--- config.mk ---
export PLATFORM = sky130hd
export DESIGN_NAME = cma_host_ctrl
export DESIGN_NICKNAME = d
export VERILOG_FILES = /design/src/rtl/cma_host_pkg.sv /design/src/rtl/cma_done_sync.sv /design/src/rtl/cma_host_ctrl.sv
export SDC_FILE = /design/constraint.sdc
export NUM_CORES = 1
export LEC_CHECK = 0
export ABC_AREA = 0
export CAP_MARGIN = 0
export CORE_MARGIN = 2
export CORE_UTILIZATION = 40
export CTS_CLUSTER_DIAMETER = 100
export CTS_CLUSTER_SIZE = 28
export DETAILED_ROUTE_END_ITERATION = 7
export PLACE_DENSITY = 0.82
export SYNTH_ARGS = -nofsm -noshare
export SYNTH_HDL_FRONTEND = slang
export SYNTH_SLANG_ARGS = --single-unit
--- constraint.sdc ---
create_clock -name clk_i -period 3.4 [get_ports clk_i]
set_clock_uncertainty 0.2 [all_clocks]
set_input_delay 0.68 -clock clk_i [delete_from_list [all_inputs] [get_ports clk_i]]
set_output_delay 0.68 -clock clk_i [all_outputs]
set_load 0.01 [all_outputs]
--- src/rtl/cma_host_pkg.sv ---
// Shared encodings and bus widths for the CMA host-side bus master.
package cma_host_pkg;

  localparam int A_W     = 12;
  localparam int D_W     = 25;
  localparam int ROMUL_W = 20;

  typedef enum logic [1:0] {
    OP_WRITE = 2'd0,
    OP_READ  = 2'd1,
    OP_RUN   = 2'd2,
    OP_RSVD  = 2'd3
  } op_e;

  typedef enum logic [3:0] {
    IDLE,
    WR_SETUP,
    WR_STB,
    WR_HOLD,
    RD_STB,
    RD_WAIT,
    RUN_HI,
    RUN_WAIT,
    RSP
  } state_e;

endpackage

--- src/rtl/cma_done_sync.sv ---
// Two-flop synchronizer bringing the chip DONE flag into the host clock domain.
module cma_done_sync (
  input  logic clk_i,
  input  logic rst_i,
  input  logic async_i,
  output logic sync_o
);

  logic meta_q;
  logic sync_q;

  always_ff @(posedge clk_i) begin
    if (rst_i) begin
      meta_q <= 1'b0;
      sync_q <= 1'b0;
    end else begin
      meta_q <= async_i;
      sync_q <= meta_q;
    end
  end

  assign sync_o = sync_q;

endmodule

--- src/rtl/cma_host_ctrl.sv ---
// Host-side master for the CMA external bus: sequences WRITE/READ/RUN commands
// into registered pad strobes and returns READ data / RUN status on a response channel.
module cma_host_ctrl
  import cma_host_pkg::*;
#(
  parameter int unsigned RD_LAT    = 2,
  parameter int unsigned RUN_PULSE = 2,
  parameter int unsigned TIMEOUT   = 4096
) (
  input  logic               clk_i,
  input  logic               rst_i,
  input  logic               cmd_valid_i,
  output logic               cmd_ready_o,
  input  logic [1:0]         cmd_op_i,
  input  logic [A_W-1:0]     cmd_addr_i,
  input  logic [D_W-1:0]     cmd_wdata_i,
  input  logic [ROMUL_W-1:0] cmd_romul_i,
  input  logic               cmd_bank_i,
  output logic               rsp_valid_o,
  input  logic               rsp_ready_i,
  output logic [D_W-1:0]     rsp_data_o,
  output logic               rsp_err_o,
  output logic               exwe_o,
  output logic               exre_o,
  output logic [A_W-1:0]     exa_o,
  output logic [D_W-1:0]     exwd_o,
  output logic [ROMUL_W-1:0] exromul_o,
  output logic               cbank_o,
  output logic               run_o,
  input  logic [D_W-1:0]     exrd_i,
  input  logic               done_i
);

  localparam logic [3:0]  RD_LAST   = 4'(RD_LAT - 1);
  localparam logic [3:0]  RUN_LAST  = 4'(RUN_PULSE - 1);
  localparam logic [12:0] WAIT_LAST = 13'(TIMEOUT - 1);

  state_e               state_q, state_d;
  logic                 exwe_q, exwe_d;
  logic                 exre_q, exre_d;
  logic                 run_q, run_d;
  logic [A_W-1:0]       exa_q, exa_d;
  logic [D_W-1:0]       exwd_q, exwd_d;
  logic [ROMUL_W-1:0]   exromul_q, exromul_d;
  logic                 cbank_q, cbank_d;
  logic                 rsp_valid_q, rsp_valid_d;
  logic [D_W-1:0]       rsp_data_q, rsp_data_d;
  logic                 rsp_err_q, rsp_err_d;
  logic [3:0]           cnt_q, cnt_d;
  logic [12:0]          wait_q, wait_d;
  logic                 done_sync;
  logic                 accept;

  cma_done_sync u_done_sync (
    .clk_i   (clk_i),
    .rst_i   (rst_i),
    .async_i (done_i),
    .sync_o  (done_sync)
  );

  assign cmd_ready_o = (state_q == IDLE) && !rsp_valid_q && !rst_i;
  assign accept      = cmd_valid_i && cmd_ready_o;

  always_comb begin
    state_d     = state_q;
    exa_d       = exa_q;
    exwd_d      = exwd_q;
    exromul_d   = exromul_q;
    cbank_d     = cbank_q;
    rsp_valid_d = rsp_valid_q;
    rsp_data_d  = rsp_data_q;
    rsp_err_d   = rsp_err_q;
    cnt_d       = cnt_q;
    wait_d      = wait_q;

    case (state_q)
      IDLE: begin
        if (accept) begin
          exromul_d = cmd_romul_i;
          case (op_e'(cmd_op_i))
            OP_WRITE: begin
              exa_d   = cmd_addr_i;
              exwd_d  = cmd_wdata_i;
              state_d = WR_SETUP;
            end
            OP_READ: begin
              exa_d   = cmd_addr_i;
              cnt_d   = 4'd0;
              state_d = RD_STB;
            end
            OP_RUN: begin
              cbank_d = cmd_bank_i;
              cnt_d   = 4'd0;
              state_d = RUN_HI;
            end
            default: ;
          endcase
        end
      end
      WR_SETUP: state_d = WR_STB;
      WR_STB:   state_d = WR_HOLD;
      WR_HOLD:  state_d = IDLE;
      // cnt_q counts edges since EXRE rose; the strobe cycle itself is count 0
      RD_STB, RD_WAIT: begin
        if (cnt_q == RD_LAST) begin
          rsp_valid_d = 1'b1;
          rsp_data_d  = exrd_i;
          rsp_err_d   = 1'b0;
          state_d     = RSP;
        end else begin
          cnt_d   = cnt_q + 4'd1;
          state_d = RD_WAIT;
        end
      end
      RUN_HI: begin
        if (cnt_q == RUN_LAST) begin
          wait_d  = 13'd0;
          state_d = RUN_WAIT;
        end else begin
          cnt_d = cnt_q + 4'd1;
        end
      end
      RUN_WAIT: begin
        if (done_sync) begin
          rsp_valid_d = 1'b1;
          rsp_data_d  = '0;
          rsp_err_d   = 1'b0;
          state_d     = RSP;
        end else if ((TIMEOUT != 0) && (wait_q == WAIT_LAST)) begin
          rsp_valid_d = 1'b1;
          rsp_data_d  = '0;
          rsp_err_d   = 1'b1;
          state_d     = RSP;
        end else if (wait_q != '1) begin
          wait_d = wait_q + 13'd1;
        end
      end
      RSP: begin
        if (rsp_ready_i) begin
          rsp_valid_d = 1'b0;
          state_d     = IDLE;
        end
      end
      default: state_d = IDLE;
    endcase
  end

  // Strobes are decoded from the next state so they leave the chip as clean flop outputs
  assign exwe_d = (state_d == WR_STB);
  assign exre_d = (state_d == RD_STB);
  assign run_d  = (state_d == RUN_HI);

  always_ff @(posedge clk_i) begin
    if (rst_i) begin
      state_q     <= IDLE;
      exwe_q      <= 1'b0;
      exre_q      <= 1'b0;
      run_q       <= 1'b0;
      exa_q       <= '0;
      exwd_q      <= '0;
      exromul_q   <= '0;
      cbank_q     <= 1'b0;
      rsp_valid_q <= 1'b0;
      rsp_data_q  <= '0;
      rsp_err_q   <= 1'b0;
      cnt_q       <= 4'd0;
      wait_q      <= 13'd0;
    end else begin
      state_q     <= state_d;
      exwe_q      <= exwe_d;
      exre_q      <= exre_d;
      run_q       <= run_d;
      exa_q       <= exa_d;
      exwd_q      <= exwd_d;
      exromul_q   <= exromul_d;
      cbank_q     <= cbank_d;
      rsp_valid_q <= rsp_valid_d;
      rsp_data_q  <= rsp_data_d;
      rsp_err_q   <= rsp_err_d;
      cnt_q       <= cnt_d;
      wait_q      <= wait_d;
    end
  end

  assign exwe_o      = exwe_q;
  assign exre_o      = exre_q;
  assign run_o       = run_q;
  assign exa_o       = exa_q;
  assign exwd_o      = exwd_q;
  assign exromul_o   = exromul_q;
  assign cbank_o     = cbank_q;
  assign rsp_valid_o = rsp_valid_q;
  assign rsp_data_o  = rsp_data_q;
  assign rsp_err_o   = rsp_err_q;

endmodule

==> metrics.txt, run 1 <==
status=finished, final reports clean; min Tclk post-route=2.977 ns; CP Class=reg2out; gpl congestion=0.8423; Critical Path RT=2.52 ns; EDFF count, synth=0; worst-path fanout max=14; nets=752; cell count after synthesis=489; GRT Util Overall=19.64%; most common cell after layout, fill and taps aside=clkdlybuf4s50_1; hold-fix buffers at CTS=0; Initial Util=41.37%; crit path DAT=2.10 ns; max_cap viols=0; Synth Area per Inst=9.252 µm²; Synth Net Count=586; Sum Neg Setup Slack=0 ns; Power Density=414.6 nW/µm²; most frequent cells in the layout=clkdlybuf4s50_1 (177), dfxtp_1 (111), nand2_1 (78); TritonCTS sink count=111; CP Capture Type=output pin; slew margin rel.=45.62%; Die Area=12180 µm²; die height=110.4 µm; HP Class=reg2reg; cell taking the most area after synthesis=dfxtp_1; reg-to-reg critical path startpoint=state_q[0]$_SDFF_PP0_; layout cells sized above 1=6.364%; root buffer cell=clkbuf_16; Setup violations, final=0; Antenna diodes=0; top cells by area, synth=dfxtp_1 (49%), a21oi_1 (6.5%), nand2_1 (6.5%), a22o_1 (5.0%), nand3_1 (3.7%); Max rail drop VDD=0.0003387 V; # IOs=179; worst-margin pin slew=0.8135 ns; gr ovfl total=0; # port buffers=178; r2r setup slk=0.92 ns; worst skew pair latency=0.34 ns; DR DRC count=0; Most Crowded Layer GR=met2; Reg2Reg Depth=4; die extent in x=110.4 µm; Routed Antenna Nets=0; GR met1 Demand/Resource=22.61%; Hold Startpoint=u_done_sync.meta_q$_SDFF_PP0_; synthesized cell area=4524 µm²; CORE AREA=10940 µm²; Routed Wire Length=12.13 mm; largest net degree at the start of global routing=58; synthesis-to-finish area growth=47.93%; drt pass-1 iters=5; initial antenna violation count=0; Std-Cell Rows=38; Post-CTS Setup Bufs=0; first-pass GRT wire length=18.83 mm; RSZ-0062 raised after global routing=no; Slew Viols, Final=0; GR Util met2=33.61%; flops & latches, synth=111; clk buf depth=2; startpoint types=flip-flop; vias in the first global route=4037; TritonCTS clock tree=built; critical path startpoint=state_q[0]$_SDFF_PP0_; total power=2775 µW; Lkg Pwr=0.002455 µW; Synth Warn #=0; final hold violation count=0; top cell type's share of synthesized area=49.12%; H-tree lvl count=3; f_max=335.9 MHz; CTS resizes=0; synth unique cells=60; worst r2r dst=cbank_o$_SDFFE_PP0P_; CP endpoint=cmd_ready_o; WL/cell=15.16 µm; Post-synth top flop=dfxtp_1; vias per cell=5.318; Vias=4254; cts bufs inserted=9; Async S/R FF share, synth=0%; starting DRC count in detailed routing=269; met3 GRT Util=7.466%; Seq/Total Area, Yosys=49.12%; clock-pin slew on the worst setup and hold paths=0.07 ns; hpwl dp=8.815 mm; Final period util=87.57%
-- worst max-delay path, stage by stage (launching register included) --
cell	delay, ns
dfxtp_1	0.48
nor4_2	0.54
and2_1	0.19
clkdlybuf4s50_1	0.54
-- per-stage QoR --
step	area, µm²	hold WS [ns]	util (%)	std cells	setup WS [ns]
after floorplan	4524	0.2138	-	489	1.055
final	6693	0.2515	61.20	800	0.4226
after CTS	6693	0.2535	61.20	800	0.4137
after global routing	6693	0.2725	61.20	800	0.3153
after global placement	6380	0.2311	58.34	784	0.5102
after detailed placement	6380	0.2342	58.34	784	0.4422
-- synth_stat cells, drive strengths merged (3+ instances only) --
cell / instances
a211oi: 6
a21oi: 59
a22o: 26
and2: 3
and3: 3
buf: 13
clkbuf: 18
dfxtp: 111
ha: 7
inv: 12
mux2i: 16
nand2: 78
nand2b: 3
nand3: 34
nand4: 6
nor2: 22
nor2b: 5
nor3: 3
nor4: 8
o21ai: 5
o31ai: 5
or2: 3
or4: 7
or4b: 4
-- sequential cells by signal, summed over array words and instances, names as in the netlist --
register,cells
u_done_sync.meta_q,1
u_done_sync.sync_o,1
exwd_o,25
cnt_q,4
exa_o,12
rsp_valid_o,1
exromul_o,20
wait_q,13
cbank_o,1
exre_o,1
rsp_err_o,1
exwe_o,1
run_o,1
state_q,4
rsp_data_o,25
-- where the power goes --
group / switching (µW) / internal (µW)
Combinational: 139 / 184
Clock: 507 / 590
Sequential: 23.9 / 1330
-- area by class of cell --
class                      count  area [µm²]
fill                         913        4243
sequential                   111        2222
multi-input combinational    335        2101
timing repair buffer         186        1837
clock buffer                   9       225.2
tap                          140       175.2
clock inverter                 7       87.58
inverter                      12       45.04
-- cell families (layout without fill, tap and decap cells) --
kind of cell	after synthesis	in the layout	synth area share (%)
mux	16	16	3.540
fa+ha+maj	7	7	1.936
compound gates	118	118	17.37
simple gates	191	191	23.01
buf+inv	43	214	4.452
flops	111	111	49.12
xor+xnor	3	3	0.5809
-- per-layer routing --
| metal | vias up | share of wire, % |
|---|---|---|
| met2 | 164 | 50 |
| met3 | 18 | 9.3 |
| met4 | 0 | 1.4 |
| met1 | 1995 | 40 |
| li1 | 2077 | - |
| met5 | - | 0 |
-- how the worst min path moves through the flow --
stage,endpoint,slack [ns],cells past startpoint
final,u_done_sync.sync_o$_SDFF_PP0_,0.25,1
after global routing,exwd_o[13]$_SDFFE_PP0P_,0.27,2
after CTS,u_done_sync.sync_o$_SDFF_PP0_,0.25,1
after detailed placement,u_done_sync.sync_o$_SDFF_PP0_,0.23,1
after global placement,u_done_sync.sync_o$_SDFF_PP0_,0.23,1
after floorplan,u_done_sync.sync_o$_SDFF_PP0_,0.21,1
No activity file was read; power rests on OpenSTA's default activity.
==> run 2: changes to the inputs <==
--- a/config.mk
+++ b/config.mk
@@ -8,11 +8,11 @@
 export ABC_AREA = 0
 export CAP_MARGIN = 0
 export CORE_MARGIN = 2
-export CORE_UTILIZATION = 40
+export CORE_UTILIZATION = 47
 export CTS_CLUSTER_DIAMETER = 100
 export CTS_CLUSTER_SIZE = 28
 export DETAILED_ROUTE_END_ITERATION = 7
-export PLACE_DENSITY = 0.82
+export PLACE_DENSITY = 0.93
 export SYNTH_ARGS = -nofsm -noshare
 export SYNTH_HDL_FRONTEND = slang
 export SYNTH_SLANG_ARGS = --single-unit
==> run 2 against run 1 <==
- global-route usage increased by 3.6 points
- critical path depth is the same
- sequential cell count did not move
- non-clock buffer count increased by 1
- worst hold slack lost 0.0033 ns
- die area is 14% lower
- routed wire length grew 0.45%
- cell area is 1.8% lower
- register-to-register slack got worse by 0.18 ns
- clock-buffer cell count grew 2
- power shrank 11%
- critical path type unchanged
- critical endpoint unchanged
- largest power group unchanged
==> metrics.txt, run 2 (synthesis gave the netlist of run 1 again) <==
status=finished, final reports clean (unchanged); gr ovfl total=0 (unchanged); Design Area, Final=6570 µm² (was 6693 µm²); hold-fix buffers at CTS=0 (unchanged); final core occ=70.77% (was 61.20%); final hold violation count=0 (unchanged); TritonCTS sink count=111 (unchanged); Sum Neg Setup Slack=0 ns (unchanged); WL/cell=15.44 µm (was 15.16 µm); worst skew pair latency=0.37 ns (was 0.34 ns); initial antenna violation count=0 (unchanged); Std-Cell Rows=35 (was 38); HP Class=reg2reg (unchanged); # fillers=706 (was 913); Critical Path RT=2.52 ns (about the same); switching fraction of total power=23.98% (was 24.14%); hpwl dp=9.133 mm (was 8.815 mm); vias in the first global route=4173 (was 4037); # IOs=179 (unchanged); Vias=4211 (was 4254); Setup violations, final=0 (unchanged); worst-path fanout max=14 (unchanged); startpoint types=flip-flop (unchanged); Antenna diodes=0 (unchanged); most frequent cells in the layout=clkdlybuf4s50_1 (177), dfxtp_1 (111), nand2_1 (78) (unchanged); max_cap viols=0 (unchanged); Slew Viols, Final=0 (unchanged); Initial Util=48.73% (was 41.37%); CTS resizes=0 (unchanged); GRT Util Overall=23.21% (was 19.64%); most common cell after layout, fill and taps aside=clkdlybuf4s50_1 (unchanged); nets=753 (was 752); RSZ-0062 raised after global routing=no (unchanged); clock-pin slew on the worst setup and hold paths=0.10 ns (was 0.07 ns); Reg area=2222 µm² (unchanged); synthesis-to-finish area growth=45.22% (was 47.93%); Lkg Pwr=0.002401 µW (was 0.002455 µW); Post-CTS Setup Bufs=0 (unchanged); H-tree lvl count=3 (unchanged); Comb power frac=13.2% (was 11.6%); Final period util=88.35% (was 87.57%); die height=102.1 µm (was 110.4 µm); Seq pwr share=54.8% (was 48.8%); starting DRC count in detailed routing=170 (was 269); multi-input logic area=2101 µm² (unchanged); largest net degree at the start of global routing=33 (was 58); Die Area=10430 µm² (was 12180 µm²); f_max=332.9 MHz (was 335.9 MHz); CP Class=reg2out (unchanged); DR DRC count=0 (unchanged); gpl congestion=0.8220 (was 0.8423); die extent in x=102.1 µm (was 110.4 µm); vias per cell=5.337 (was 5.318); dpl cell area=6374 µm² (was 6380 µm²); root buffer cell=clkbuf_8 (was clkbuf_16); worst-margin pin slew=1.232 ns (was 0.8135 ns); Power Density=376.0 nW/µm² (was 414.6 nW/µm²); TritonCTS clock tree=built (unchanged); crit path DAT=2.12 ns (was 2.10 ns); CP Capture Type=output pin (unchanged); internal power=1878 µW (was 2105 µW); # port buffers=178 (unchanged); cts bufs inserted=9 (unchanged); Clk network pwr share=32.0% (was 39.6%); Routed Wire Length=12.18 mm (was 12.13 mm); drt pass-1 iters=4 (was 5); clk buf depth=2 (unchanged); min Tclk post-route=3.004 ns (was 2.977 ns); CORE AREA=9284 µm² (was 10940 µm²); slew margin rel.=17.28% (was 45.62%); switching power=592.3 µW (was 669.7 µW); first-pass GRT wire length=19.26 mm (was 18.83 mm); Max rail drop VDD=0.0002920 V (was 0.0003387 V); Routed Antenna Nets=0 (unchanged); layout cells sized above 1=6.212% (was 6.364%)
==> run 2: changes by cell type in the layout (fill, tap and decap cells not counted), sizes merged <==
cell and change:
clkinv -1, inv -3, clkinvlp +1, buf +1, clkbuf +2
==> run 2: area by class of cell <==
class	count	area share, %
clock inverter	4	0.8379
inverter	12	0.6856
sequential	111	33.82
timing repair buffer	187	28.07
clock buffer	11	2.152
multi-input combinational	335	31.97
tap	129	2.457
==> run 2: power by group through the flow <==
stage	clock (µW)	combinational, µW	sequential (µW)
5_1_grt	857	352	1360
2_1_floorplan	0	124	1390
6_report	791	325	1350
3_3_place_gp	0	315	1380
3_5_place_dp	0	323	1380
4_1_cts	810	325	1350
==> run 2: path summary, 6_finish.rpt <==
check | startpoint | end | slack, ns | cells past startpoint
worst min-delay path | u_done_sync.meta_q$_SDFF_PP0_ | u_done_sync.sync_o$_SDFF_PP0_ | 0.25 | 1
worst max-delay path | state_q[0]$_SDFF_PP0_ | cmd_ready_o | 0.40 | 3
worst min register to register | u_done_sync.meta_q$_SDFF_PP0_ | u_done_sync.sync_o$_SDFF_PP0_ | 0.25 | 1
worst max register to register | cnt_q[0]$_SDFFE_PP0P_ | rsp_data_o[13]$_SDFFE_PP0P_ | 0.74 | 4
==> run 2: through the flow <==
step	cells	hold slack (ns)	setup WS [ns]	power, µW
5_1_grt	789	0.2803	0.2179	2567
3_3_place_gp	774	0.2289	0.5110	1697
4_1_cts	789	0.2529	0.3724	2489
3_5_place_dp	774	0.2289	0.4364	1706
2_1_floorplan	489	0.2138	1.055	1514
6_report	789	0.2481	0.3960	2470
==> run 2: routing by layer <==
layer	vias to the layer above	track usage (%)	wire, µm
met2	149	40.84	6276
met4	0	7.897	167
met3	15	8.892	999
met1	1971	25.73	4737
li1	2076	-	-
met5	-	0	0
==> run 2: worst max-delay path: stages, from the launching register on <==
cell,delay (ns)
dfxtp_1,0.49
nor4_2,0.52
and2_1,0.20
clkdlybuf4s50_1,0.54
==> run 3: changes to the inputs <==
--- a/config.mk
+++ b/config.mk
@@ -8,11 +8,12 @@
 export ABC_AREA = 0
 export CAP_MARGIN = 0
 export CORE_MARGIN = 2
-export CORE_UTILIZATION = 47
+export CORE_UTILIZATION = 46
 export CTS_CLUSTER_DIAMETER = 100
 export CTS_CLUSTER_SIZE = 28
 export DETAILED_ROUTE_END_ITERATION = 7
 export PLACE_DENSITY = 0.93
 export SYNTH_ARGS = -nofsm -noshare
 export SYNTH_HDL_FRONTEND = slang
+export SYNTH_HIERARCHICAL = 1
 export SYNTH_SLANG_ARGS = --single-unit
==> run 3 against run 2 <==
- clock-buffer cell count down 1
- utilization shrank 0.35 points
- via count down 5.2%
- worst hold slack gained 0.0075 ns
- final cell count shrank 3.8%
- cell area fell by 5.6%
- critical path type unchanged
- highest routed layer unchanged
==> metrics.txt, run 3 <==
starting DRC count in detailed routing=211 (was 170); Hold Startpoint=u_done_sync/meta_q$_SDFF_PP0_ (was u_done_sync.meta_q$_SDFF_PP0_); synth unique cells=41 (was 60); synthesis-to-finish area growth=47.50% (was 45.22%); status=finished, final reports clean (unchanged); die height=99.60 µm (was 102.1 µm); count leader, synth=nand2_1 (was dfxtp_1); CP Class=reg2out (unchanged); slew margin rel.=16.31% (was 17.28%); die extent in x=99.60 µm (was 102.1 µm); crit path DAT=2.13 ns (was 2.12 ns); cts bufs inserted=9 (unchanged); # port buffers=178 (unchanged); total power=2512 µW (was 2470 µW); hpwl dp=8.408 mm (was 9.133 mm); clk buf depth=2 (unchanged); nets=744 (was 753); max_cap viols=0 (unchanged); final hold violation count=0 (unchanged); Post-synth top flop=dfxtp_1 (unchanged); first-pass GRT wire length=18.17 mm (was 19.26 mm); worst skew pair latency=0.36 ns (was 0.37 ns); initial antenna violation count=0 (unchanged); Antenna diodes=0 (unchanged); WL/cell=15.00 µm (was 15.44 µm); EDFF count, synth=0 (unchanged); top cells by area, synth=dfxtp_1 (53%), nand2_1 (12%), a21oi_1 (7.6%), a22o_1 (5.4%), ha_1 (2.1%) (was dfxtp_1 (49%), a21oi_1 (6.5%), nand2_1 (6.5%), a22o_1 (5.0%), nand3_1 (3.7%)); Power Density=405.0 nW/µm² (was 376.0 nW/µm²); flops & latches, synth=111 (unchanged); Seq/Total Area, Yosys=52.86% (was 49.12%); top cells by count, synth=nand2_1 (130), dfxtp_1 (111), a21oi_1 (64) (was dfxtp_1 (111), nand2_1 (78), a21oi_1 (59)); Sum Neg Setup Slack=0 ns (unchanged); Final period util=88.60% (was 88.35%); Critical Path RT=2.52 ns (about the same); # IOs=179 (unchanged); drt pass-1 iters=4 (unchanged); worst-path fanout max=10 (was 14); Die Area=9920 µm² (was 10430 µm²); Synth Net Count=579 (was 586); Synth Warn #=6 (was 0); Synth Area per Inst=8.722 µm² (was 9.252 µm²); startpoint types=flip-flop (unchanged); cell taking the most area after synthesis=dfxtp_1 (unchanged); vias in the first global route=3968 (was 4173); most common cell after layout, fill and taps aside=clkdlybuf4s50_1 (unchanged); CP Capture Type=output pin (unchanged); Vias=3993 (was 4211); root buffer cell=clkbuf_8 (unchanged); H-tree lvl count=3 (unchanged); reg-to-reg critical path startpoint=cnt_q[0]$_SDFFE_PP0P_ (unchanged); largest net degree at the start of global routing=55 (was 33); GRT Util Overall=22.42% (was 23.21%); Std-Cell Rows=34 (was 35); Max rail drop VDD=0.0003093 V (was 0.0002920 V); gr ovfl total=0 (unchanged); Setup violations, final=0 (unchanged); RSZ-0062 raised after global routing=no (unchanged); most frequent cells in the layout=clkdlybuf4s50_1 (177), nand2_1 (130), dfxtp_1 (111) (was clkdlybuf4s50_1 (177), dfxtp_1 (111), nand2_1 (78)); layout cells sized above 1=4.147% (was 6.212%); clock-pin slew on the worst setup and hold paths=0.09 ns (was 0.10 ns); f_max=332.0 MHz (was 332.9 MHz); Post-CTS Setup Bufs=0 (unchanged); gpl congestion=0.8804 (was 0.8220); worst-margin pin slew=1.246 ns (was 1.232 ns); Routed Wire Length=11.38 mm (was 12.18 mm); CTS resizes=0 (unchanged); top cell type's share of synthesized area=52.86% (was 49.12%); TritonCTS sink count=111 (unchanged); TritonCTS clock tree=built (unchanged); cell count after synthesis=482 (was 489); HP Class=reg2reg (unchanged); vias per cell=5.261 (was 5.337); Initial Util=47.74% (was 48.73%); Slew Viols, Final=0 (unchanged); min Tclk post-route=3.012 ns (was 3.004 ns); DR DRC count=0 (unchanged); critical path startpoint=state_q[1]$_SDFF_PP0_ (was state_q[0]$_SDFF_PP0_); Async S/R FF share, synth=0% (unchanged); synthesized cell area=4204 µm² (was 4524 µm²); hold-fix buffers at CTS=0 (unchanged); Routed Antenna Nets=0 (unchanged); Lkg Pwr=0.002182 µW (was 0.002401 µW); CORE AREA=8806 µm² (was 9284 µm²)
run 3: cell count changes after synthesis, sizes merged, moves of 6 or more:
cell   delta
nand3    -24
buf       -7
inv       -6
nand2    +52
mux2i    -16
xnor2     +7
run 3: critical path, cell delays in order, from the launching register on:
cell             delay, ns
dfxtp_1               0.44
or4_1                 0.63
nor3_1                0.16
clkdlybuf4s50_1       0.56
run 3: worst paths after layout:
kind              depth (start not counted)  slack, ns                       endpoint
setup / recovery                          3       0.39                    cmd_ready_o
hold reg to reg                           1       0.26  u_done_sync/sync_o$_SDFF_PP0_
hold / removal                            1       0.26  u_done_sync/sync_o$_SDFF_PP0_
setup reg to reg                          4       0.74    rsp_data_o[20]$_SDFFE_PP0P_
run 3: where the power goes:
part | internal, µW | total [µW] | leakage, µW | switching (µW)
registers | 1350 | 1390 | 0.000898 | 38.3
clock network | 271 | 704 | 0.0000805 | 434
logic | 226 | 421 | 0.00120 | 194
total | 1850 | 2510 | 0.00218 | 666
run 3: final cells by class:
cell class                      instances  area (µm²)
Sequential cell                       111        2222
Timing Repair Buffer                  183        1814
Clock buffer                           10       127.6
Inverter                                6       22.52
Tap cell                              108       135.1
Clock inverter                          5       43.79
Multi-Input combinational cell        336        1836
Fill cell                             663        2605
run 3: per-stage QoR:
step           hold WS, ns  instances  instance area (µm²)  setup WS [ns]  util [%]
2_1_floorplan       0.2138        482                 4204          1.132         -
3_3_place_gp        0.2298        744                 6030         0.6953     68.47
3_5_place_dp        0.2367        744                 6030         0.5880     68.47
4_1_cts             0.2539        759                 6201         0.3729     70.42
5_1_grt             0.2577        759                 6201         0.2924     70.42
6_report            0.2556        759                 6201         0.3875     70.42
run 3: logic make-up (layout without fill, tap and decap cells):
family                   after synthesis  after routing  share of synthesized area (%)
adder cells (fa/ha/maj)                7              7                          2.083
buffers and inverters                 35            204                          3.690
AND/OR/NAND/NOR                      208            208                          22.86
flip-flops                           111            111                          52.86
XOR/XNOR                              10             10                          2.083
AO/OA/AOI/OAI                        111            111                          16.43
run 3: routing by layer:
| metal | vias to the layer above | share of wire (%) | track usage [%] |
|---|---|---|---|
| li1 | 1977 | - | - |
| met1 | 1848 | 42 | 25.98 |
| met2 | 154 | 50 | 39.81 |
| met3 | 14 | 7.0 | 7.098 |
| met4 | 0 | 1.2 | 6.217 |
| met5 | - | 0 | 0 |
